--- src/rtl/mem_stage.sv ---
// MEM pipeline stage: latches the EXE->MEM bus, aligns and extends SRAM load
// data, and hands the instruction to WB. It also drives the MEM forward bus
// to ID and holds SRAM read data for as long as WB stalls.
//
// Handshake (valid/ready): a transfer from EXE happens on a rising clk edge
// where es_to_ms_valid && ms_allowin. A transfer to WB happens where
// ms_to_ws_valid && ws_allowin. A holder of valid keeps its payload stable
// until the transfer takes place. A WB flush (final_ex / back_ertn_flush)
// drops whatever this stage holds, regardless of the handshake.
module mem_stage #(
  parameter int ES_TO_MS_WD = 170,
  parameter int MS_TO_WS_WD = 192,
  parameter int MS_FWD_WD   = 57
) (
  input  logic                   clk,
  input  logic                   resetn,
  input  logic                   final_ex,
  input  logic                   back_ertn_flush,
  input  logic                   ws_allowin,
  output logic                   ms_allowin,
  input  logic                   es_to_ms_valid,
  input  logic [ES_TO_MS_WD-1:0] es_to_ms_bus,
  input  logic [31:0]            data_sram_rdata,
  output logic                   ms_to_ws_valid,
  output logic [MS_TO_WS_WD-1:0] ms_to_ws_bus,
  output logic [MS_FWD_WD-1:0]   ms_forward,
  output logic                   ms_ex,
  output logic                   ms_ertn_flush
);

  // ---------------------------------------------------------------------------
  // State
  // ---------------------------------------------------------------------------
  logic                   ms_valid_q,  ms_valid_d;
  logic [ES_TO_MS_WD-1:0] bus_q,       bus_d;
  logic                   first_q,     first_d;
  logic                   buf_valid_q, buf_valid_d;
  logic [31:0]            rdata_buf_q, rdata_buf_d;

  logic ms_ready_go;
  logic flush;
  logic accept;

  // ---------------------------------------------------------------------------
  // Fields of the latched EXE->MEM bus
  // ---------------------------------------------------------------------------
  logic        f_rdcntid;
  logic        f_ertn;
  logic        f_esubcode;
  logic [5:0]  f_ecode;
  logic        f_ex;
  logic        f_csr_re;
  logic [13:0] f_csr_num;
  logic [31:0] f_csr_wvalue;
  logic [31:0] f_csr_wmask;
  logic        f_csr_we;
  logic [1:0]  f_addr_lo;
  logic        f_ld_w;
  logic        f_ld_b;
  logic        f_ld_bu;
  logic        f_ld_h;
  logic        f_ld_hu;
  logic        f_res_from_mem;
  logic        f_gr_we;
  logic [4:0]  f_dest;
  logic [31:0] f_result;
  logic [31:0] f_pc;

  // Store-size bits travel on the bus for EXE's benefit only.
  logic unused_st;

  assign f_rdcntid      = bus_q[169];
  assign f_ertn         = bus_q[168];
  assign f_esubcode     = bus_q[167];
  assign f_ecode        = bus_q[166:161];
  assign f_ex           = bus_q[160];
  assign f_csr_re       = bus_q[159];
  assign f_csr_num      = bus_q[158:145];
  assign f_csr_wvalue   = bus_q[144:113];
  assign f_csr_wmask    = bus_q[112:81];
  assign f_csr_we       = bus_q[80];
  assign f_addr_lo      = bus_q[79:78];
  assign f_ld_w         = bus_q[77];
  assign f_ld_b         = bus_q[76];
  assign f_ld_bu        = bus_q[75];
  assign f_ld_h         = bus_q[74];
  assign f_ld_hu        = bus_q[73];
  assign unused_st      = ^bus_q[72:71];
  assign f_res_from_mem = bus_q[70];
  assign f_gr_we        = bus_q[69];
  assign f_dest         = bus_q[68:64];
  assign f_result       = bus_q[63:32];
  assign f_pc           = bus_q[31:0];

  // ---------------------------------------------------------------------------
  // Handshake
  // ---------------------------------------------------------------------------
  assign ms_ready_go    = 1'b1;
  assign flush          = final_ex | back_ertn_flush;
  assign ms_allowin     = !ms_valid_q | (ms_ready_go & ws_allowin);
  assign accept         = es_to_ms_valid & ms_allowin;
  assign ms_to_ws_valid = ms_valid_q & ms_ready_go & ~final_ex;

  // Next-state for the valid flag, bus register, first flag and read buffer.
  always_comb begin
    ms_valid_d  = ms_valid_q;
    bus_d       = bus_q;
    first_d     = 1'b0;
    buf_valid_d = buf_valid_q;
    rdata_buf_d = rdata_buf_q;

    // A flush beats any incoming instruction.
    if (flush) begin
      ms_valid_d = 1'b0;
    end else if (ms_allowin) begin
      ms_valid_d = es_to_ms_valid;
    end

    // The bus only moves on a real transfer, so it holds through stalls.
    if (accept) begin
      bus_d = es_to_ms_bus;
    end

    // SRAM rdata belongs to this instruction only in its first cycle here.
    first_d = accept & ~flush;

    // Keep the SRAM word if WB is not taking the load in its data cycle.
    if (flush) begin
      buf_valid_d = 1'b0;
    end else if (ws_allowin) begin
      buf_valid_d = 1'b0;
    end else if (ms_valid_q && first_q && f_res_from_mem) begin
      buf_valid_d = 1'b1;
      rdata_buf_d = data_sram_rdata;
    end
  end

  // Stage registers with synchronous active-low reset.
  always_ff @(posedge clk) begin
    if (!resetn) begin
      ms_valid_q  <= 1'b0;
      bus_q       <= '0;
      first_q     <= 1'b0;
      buf_valid_q <= 1'b0;
      rdata_buf_q <= '0;
    end else begin
      ms_valid_q  <= ms_valid_d;
      bus_q       <= bus_d;
      first_q     <= first_d;
      buf_valid_q <= buf_valid_d;
      rdata_buf_q <= rdata_buf_d;
    end
  end

  // ---------------------------------------------------------------------------
  // Load alignment and extension
  // ---------------------------------------------------------------------------
  logic [31:0] mem_word;
  logic [7:0]  byte_sel;
  logic [15:0] half_sel;
  logic [31:0] load_data;
  logic [31:0] final_result;
  logic        gr_we_out;

  assign mem_word = buf_valid_q ? rdata_buf_q : data_sram_rdata;

  // Pick the addressed byte and halfword out of the memory word.
  always_comb begin
    byte_sel = mem_word[7:0];
    case (f_addr_lo)
      2'd0:    byte_sel = mem_word[7:0];
      2'd1:    byte_sel = mem_word[15:8];
      2'd2:    byte_sel = mem_word[23:16];
      default: byte_sel = mem_word[31:24];
    endcase
    half_sel = f_addr_lo[1] ? mem_word[31:16] : mem_word[15:0];
  end

  // One-hot load type selects the sign/zero-extended value.
  always_comb begin
    load_data = ({32{f_ld_w}}  & mem_word)
              | ({32{f_ld_b}}  & {{24{byte_sel[7]}}, byte_sel})
              | ({32{f_ld_bu}} & {24'd0, byte_sel})
              | ({32{f_ld_h}}  & {{16{half_sel[15]}}, half_sel})
              | ({32{f_ld_hu}} & {16'd0, half_sel});
    final_result = f_res_from_mem ? load_data : f_result;
  end

  // A faulting instruction must not write the register file.
  assign gr_we_out = f_gr_we & ~f_ex;

  // ---------------------------------------------------------------------------
  // Outputs: payloads read as all-zero while the stage is empty
  // ---------------------------------------------------------------------------
  assign ms_to_ws_bus = {MS_TO_WS_WD{ms_valid_q}} & {
    f_result,          // [191:160] vaddr (BADV source for ALE)
    f_rdcntid,         // [159]
    f_ertn,            // [158]
    f_esubcode,        // [157]
    f_ecode,           // [156:151]
    f_ex,              // [150]
    f_csr_re,          // [149]
    f_csr_num,         // [148:135]
    f_csr_wvalue,      // [134:103]
    f_csr_wmask,       // [102:71]
    f_csr_we,          // [70]
    gr_we_out,         // [69]
    f_dest,            // [68:64]
    final_result,      // [63:32]
    f_pc               // [31:0]
  };

  assign ms_forward = {MS_FWD_WD{ms_valid_q}} & {
    f_csr_re,          // [56]
    f_csr_num,         // [55:42]
    f_csr_we,          // [41]
    f_ertn,            // [40]
    f_ex,              // [39]
    final_result,      // [38:7]
    f_dest,            // [6:2]
    gr_we_out,         // [1]
    ms_valid_q         // [0]
  };

  assign ms_ex         = ms_valid_q & f_ex;
  assign ms_ertn_flush = ms_valid_q & f_ertn;

endmodule

--- config.mk ---
export PLATFORM = sky130hd
export DESIGN_NAME = mem_stage
export DESIGN_NICKNAME = d
export VERILOG_FILES = /design/src/rtl/mem_stage.sv
export SDC_FILE = /design/constraint.sdc
export NUM_CORES = 1
export LEC_CHECK = 0
export ABC_CLOCK_PERIOD_IN_PS = 4200
export BUFFER_PORTS_ARGS = -buffer_cell sky130_fd_sc_hd__buf_2
export CORE_AREA = 2 2 178 180
export CTS_BUF_LIST = sky130_fd_sc_hd__clkbuf_4
export DETAILED_ROUTE_END_ITERATION = 12
export DIE_AREA = 0 0 180 182
export MAX_ROUTING_LAYER = met4
export PLACE_DENSITY = 0.6
export SYNTH_ARGS = -nofsm -noshare
export SYNTH_HDL_FRONTEND = slang
export SYNTH_SLANG_ARGS = --single-unit
--- constraint.sdc ---
create_clock -name clk -period 4.2 [get_ports clk]
set_input_delay 1.05 -clock clk [delete_from_list [all_inputs] [get_ports clk]]
set_output_delay 1.05 -clock clk [all_outputs]
set_load 0.1 [all_outputs]
==> impl_metrics.yaml, run 1 <==
sta:
  max_freq_mhz: 245
  holdWs_ns: 0.457
  relSlewSlack_pct: 37.9
  rsz0062_at_grt: "true"
  min_period_ns: 4.08
  drv_slew: 0
  tightest_slew_ns: 0.922
  finalCritPeriodShare_pct: 97.2
  hold_violations: 0
  finClkSkew_ns: 0.0192
  setup_viol: 0
power_and_ir_drop:
  power_density_nw_per_um2: 338
  swShare_pct: 29.1
  p_comb_share_pct: 14.3
  power.switching_w: 0.00134
  power_frac_seq_pct: 45.1
  power.share.clock_pct: 40.6
  total_leakage_power_nw: 6.29
  peakVddDrop_mv: 0.189
  p_int_w: 0.00327
cells_and_area:
  drive_gt1_share_pct: 35.8
  final_cell_area_um2: 13600
  final_common_cell: "buf_2"
  fin_nets: 1923
  synthToLayoutAreaGrowth_pct: 30.3
  n_fill_cell: 3222
  utilization_pct: 43.9
  final_cell_mix: "buf_2, nand2_1, a21boi_0, dfxtp_1, and2_1"
synthesis:
  synthCells: 1341
  syn-num-nets: 1549
  ys_async_sr_fraction_pct: 0
  synth_seq_cells: 203
  synth-edff-count: 0
  dominantRegCellSynth: "dfxtp_1"
  yosysSeqAreaShare_pct: 38.9
  synth_area_leaders: "dfxtp_1, nand2_1, a21boi_0, and2_1, buf_4"
  avgSynthCellArea_um2: 7.79
  yosysTopAreaCellShare_pct: 38.9
  synth_area_um2: 10400
  synth_cell_types: 28
  yosys.area.top_type: "dfxtp_1"
  synth_warnings: 0
die:
  ios: 461
  rows: 65
  core_um2: 31000
  floorplan.die.height_um: 182
  initial_core_util_pct: 33.7
  die_w_um: 180
  die-area_um2: 32800
hold_path:
  hold_path.class: "flop to flop"
clocking:
  cts.clk_slew.worst_paths_ns: 0.06
  clock-root-buffer: "clkbuf_4"
  clkLatencyLatePin_ns: 0.66
  htree_levels: 2
  clock-sinks: 203
  cts.path.max_buffers: 3
  postCtsHoldBufs: 0
  cts_tree: "yes"
  cts_made_buffers: 57
drt:
  num_vias: 10300
  wirelength_um: 37000
  routed_via_density: 4.76
  ant_nets: 0
  drt-initial-drc-count: 475
  drc: 0
  drt-wirelength-per-cell_um: 17.1
  drt_first_pass_iters: 6
setup_path:
  startpoint_type: "flop"
  rrSetupSlack_ns: 1.42
  crit_type: "flop to output pin"
  cp_data_required_time_ns: 3.15
  worstPathMaxFanout: 8
  critPathArrivalTime_ns: 3.03
  cp-end-kind: "output pin"
placed_design:
  port_buffers: 458
  hpwlAfterDp_um: 26800
  place_area_um2: 12800
  gp_routability_congestion: 0.940
global_routing:
  grt_pass1_vias: 10200
  grt_max_degree: 111
  use_met2_pct: 37.5
  antenna_found_initial: 9
  track_usage_pct: 22.4
  grtUsageMet1_pct: 24.7
  busiest_layer: "met2"
  use_met3_pct: 6.20
  grt-ovfl-total: 0
  grt_pass1_wl_um: 56700
status:
  outcome: "completed"
run:
  max_cap_viol_count: 0
layout make-up:
| type | instances | area, um2 | area share, % |
|---|---|---|---|
| well taps | 402 | 503 | 3.70 |
| clock buffers | 90 | 676 | 4.96 |
| diodes | 10 | 25.0 | 0.184 |
| repair buffers | 479 | 2570 | 18.9 |
| inverters | 3 | 11.3 | 0.0827 |
| clock inverters | 14 | 83.8 | 0.616 |
| flip-flops and latches | 203 | 4070 | 29.9 |
| multi-input cells | 971 | 5670 | 41.7 |
metrics by stage:
stage | total power (W) | instances | setup slack [ns] | TNS, ns
3_3_place_gp | 0.00277 | 2058 | 0.134 | 0
3_5_place_dp | 0.00278 | 2058 | 0.138 | 0
5_1_grt | 0.00485 | 2171 | -0.0215 | -0.0529
4_1_cts | 0.00469 | 2162 | 0.0695 | 0
2_1_floorplan | 0.00255 | 1341 | -0.585 | -9.64
6_report | 0.00461 | 2172 | 0.116 | 0
final timing paths:
check                   start             end  cells past startpoint
setup / recovery  buf_valid_q  ms_forward[29]                      6
hold reg to reg    bus_q[163]      bus_q[163]                      2
setup reg to reg   ms_valid_q      bus_q[109]                      7
hold / removal     bus_q[163]      bus_q[163]                      2
cell families after synthesis:
| group | share of synthesized area (%) |
|---|---|
| AO/OA/AOI/OAI | 19.9 |
| flip-flops | 38.9 |
| buffers and inverters | 8.29 |
| multiplexers | 6.85 |
| AND/OR/NAND/NOR | 26.1 |
power groups by stage:
stage	Sequential, W	Clock, W	Combinational, W
2_1_floorplan	0.00209	0	0.000456
3_3_place_gp	0.00211	0	0.000656
3_5_place_dp	0.00212	0	0.000664
4_1_cts	0.00208	0.00195	0.000665
5_1_grt	0.00209	0.00204	0.000718
6_report	0.00208	0.00187	0.000660
synth_stat cells, drive strengths merged (3+ instances only):
master	count
a21oi	36
mux2	28
buf	67
a31oi	13
mux2i	22
nand2	431
clkbuf	97
nand2b	7
a32oi	3
a21boi	200
nor2	7
dfxtp	203
mux4	8
nor2b	3
o21ai	39
inv	3
and2	160
o22ai	8
timing repair:
action / 4_1_cts / 5_1_grt
resized for setup: 0 / 10
buffers inserted: 0 / 0
endpoints found under the setup margin: 0 / 9
flip-flops by register name (all words and copies together), names as in the netlist:
signal,cells
ms_valid_q,1
bus_q,168
rdata_buf_q,32
buf_valid_q,1
first_q,1
critical path, cell delays in order, from the launching register on:
cell,delay [ns]
dfxtp_2,0.42
mux2_2,0.38
mux4_2,0.52
a221oi_4,0.39
buf_4,0.24
a21oi_1,0.12
clkbuf_4,0.30
routing by layer:
metal / share of wire, % / vias up / wire length, um
met4: 3.8 / 0 / 1390
met3: 8.1 / 72 / 2990
met2: 49 / 402 / 18000
met1: 39 / 4742 / 14600
met5: 0 / - / 0
li1: - / 5117 / -
No activity file was read; power rests on OpenSTA's default activity.
==> inputs of run 2 (changes only) <==
--- a/config.mk
+++ b/config.mk
@@ -6,13 +6,15 @@
 export NUM_CORES = 1
 export LEC_CHECK = 0
 export ABC_CLOCK_PERIOD_IN_PS = 4200
-export BUFFER_PORTS_ARGS = -buffer_cell sky130_fd_sc_hd__buf_2
+export CELL_PAD_IN_SITES_DETAIL_PLACEMENT = 0
+export CELL_PAD_IN_SITES_GLOBAL_PLACEMENT = 1
 export CORE_AREA = 2 2 178 180
 export CTS_BUF_LIST = sky130_fd_sc_hd__clkbuf_4
 export DETAILED_ROUTE_END_ITERATION = 12
 export DIE_AREA = 0 0 180 182
+export DONT_BUFFER_PORTS = 1
 export MAX_ROUTING_LAYER = met4
-export PLACE_DENSITY = 0.6
+export PLACE_DENSITY = 0.62
 export SYNTH_ARGS = -nofsm -noshare
 export SYNTH_HDL_FRONTEND = slang
 export SYNTH_SLANG_ARGS = --single-unit
==> run 2 against run 1 <==
Net effect:
- maximum frequency up 0.65%
- combinational power down 13%
- via count down 11%
==> impl_metrics.yaml, run 2 (synthesis gave the netlist of run 1 again) <==
setup_path:
  critPathArrivalTime_ns: 3.01
  worstPathMaxFanout: 8
  crit_type: "flop to output pin"
  r2r_end: "bus_q[77]"
  r2r_start: "ms_valid_q"
  path_buf_inv: 3
  startpoint_type: "flop"
  path_cells: "mux2_2 -> mux4_2 -> a221oi_4 -> buf_6 -> buf_12 -> a21oi_4 -> buf_4"
  cp_top_family: "multiplexers"
  cp-end-kind: "output pin"
  cp_slowest_stage_delay_ns: 0.51
  reg2regPathDepth: 8
  rrSetupSlack_ns: 1.00
  cp_data_required_time_ns: 3.15
  slowest_stage: "mux4_2"
clocking:
  cts.clk_slew.worst_paths_ns: 0.06
  cts.path.max_buffers: 3
  htree_levels: 2
  cts_tree: "yes"
  clock-sinks: 203
  clock-root-buffer: "clkbuf_4"
  cts_made_buffers: 59
  clkLatencyLatePin_ns: 0.71
sta:
  setup_viol: 0
  rsz0062_at_grt: "false"
  finalCritPeriodShare_pct: 96.6
  min_period_ns: 4.06
  relSlewSlack_pct: 34.4
  max_freq_mhz: 246
  finClkSkew_ns: 0.0367
  drv_slew: 0
  fin_setup_tns_ns: 0
  tightest_slew_ns: 0.991
  hold_violations: 0
hold_path:
  hold_depth: 1
  min_from: "ws_allowin"
  hold_path.class: "input pin to flop"
  worst_hold_path.endpoint: "buf_valid_q"
placed_design:
  place_inst: 1763
  port_buffers: 0
  gp_routability_congestion: 0.790
  place_area_um2: 12600
  hpwlAfterDp_um: 24900
power_and_ir_drop:
  power_density_nw_per_um2: 337
  total_leakage_power_nw: 5.18
  p_comb_share_pct: 12.6
  power_frac_seq_pct: 45.7
  power.share.clock_pct: 41.7
  swShare_pct: 29.1
  power.switching_w: 0.00132
  peakVddDrop_mv: 0.207
  p_int_w: 0.00321
drt:
  routed_via_density: 4.92
  drc: 0
  num_vias: 9231
  ant_nets: 0
  wirelength_um: 35800
  drt-wirelength-per-cell_um: 19.1
  drt_first_pass_iters: 5
  drt-initial-drc-count: 476
global_routing:
  track_usage_pct: 21.8
  grt-ovfl-total: 0
  grt_pass1_vias: 9189
  grt_max_degree: 202
  antenna_found_initial: 1
  grt_pass1_wl_um: 54000
die:
  die_w_um: 180
  die-area_um2: 32800
  floorplan.die.height_um: 182
  initial_core_util_pct: 33.7
  ios: 461
  core_um2: 31000
  rows: 65
status:
  outcome: "completed"
cells_and_area:
  final_common_cell: "nand2_1"
  largest_reg_flops: 168
  drive_gt1_share_pct: 25.8
  final_cell_mix: "nand2_1, a21boi_0, dfxtp_1, and2_1, buf_4"
  n_fill_cell: 3176
  final_cell_area_um2: 13400
  utilization_pct: 43.3
  fin_nets: 1635
  top_regs: "bus_q (168), rdata_buf_q (32)"
  largest-register: "bus_q"
  stdcell_count: 1877
  synthToLayoutAreaGrowth_pct: 28.4
run:
  max_cap_viol_count: 0
==> run 2: cell types whose count changed in the layout (fill, tap and decap cells not counted), sizes merged <==
cell / delta
clkbuf: -8
inv: +1
buf: -284
clkinv: +6
clkinvlp: -1
diode: -9
==> run 2: how the worst max path moves through the flow <==
| stage | from | to | slack, ns | cells after the start |
|---|---|---|---|---|
| finish | buf_valid_q | ms_to_ws_bus[60] | 0.14 | 7 |
| global route | buf_valid_q | ms_to_ws_bus[60] | 0.02 | 7 |
| CTS | buf_valid_q | ms_forward[29] | 0.008 | 7 |
| detailed placement | data_sram_rdata[7] | ms_to_ws_bus[60] | 0.30 | 6 |
| global placement | data_sram_rdata[7] | ms_to_ws_bus[60] | 0.32 | 6 |
| floorplan | data_sram_rdata[23] | ms_to_ws_bus[53] | -0.58 | 6 |
==> run 2: area by class of cell <==
cell class                 instances  area [um2]  area share, %
multi-input combinational        971        5960           44.4
tap                              402         503           3.75
antenna                            1        2.50         0.0186
clock inverter                    20         105          0.783
timing repair buffer             189        2110           15.7
inverter                           3        11.3         0.0839
clock buffer                      88         661           4.92
sequential                       203        4070           30.3
==> run 2: power by group through the flow <==
stage | logic (W) | registers [W] | clock network (W)
2_1_floorplan | 0.000456 | 0.00209 | 0
3_3_place_gp | 0.000563 | 0.00211 | 0
3_5_place_dp | 0.000570 | 0.00211 | 0
4_1_cts | 0.000579 | 0.00207 | 0.00197
5_1_grt | 0.000618 | 0.00208 | 0.00206
6_report | 0.000571 | 0.00207 | 0.00189
==> run 2: per-stage QoR <==
stage | total power [W] | hold WS [ns] | worst slack, ns
final | 0.00453 | 0.399 | 0.142
after global routing | 0.00476 | 0.328 | 0.0221
after CTS | 0.00462 | 0.308 | 0.00754
after detailed placement | 0.00268 | 0.451 | 0.304
after global placement | 0.00267 | 0.443 | 0.320
after floorplan | 0.00255 | 0.439 | -0.585
==> run 2: repair_timing <==
action | in CTS | in global routing
gates resized for setup | 1 | 2
hold buffers | 0 | 0
endpoints found under the setup margin | 32 | 16
buffers inserted | 4 | 0
gates cloned | 1 | 0
pin swaps | 1 | 1
==> run 2: worst register-to-register path, delay by kind of cell, from the launching register on <==
kind | cells | cell delay (ns)
flip-flops | 1 | 0.75
buffers and inverters | 4 | 1.22
AO/OA/AOI/OAI | 1 | 0.21
AND/OR/NAND/NOR | 3 | 0.95
==> run 2: layer usage <==
layer | vias to the layer above | GRT usage, % | share of wire (%) | wire [um]
li1 | 4529 | - | - | -
met4 | 0 | 6.86 | 2.3 | 814
met3 | 47 | 7.16 | 8.1 | 2890
met2 | 364 | 37.0 | 50 | 18100
met1 | 4291 | 24.1 | 39 | 14100
met5 | - | - | 0 | 0
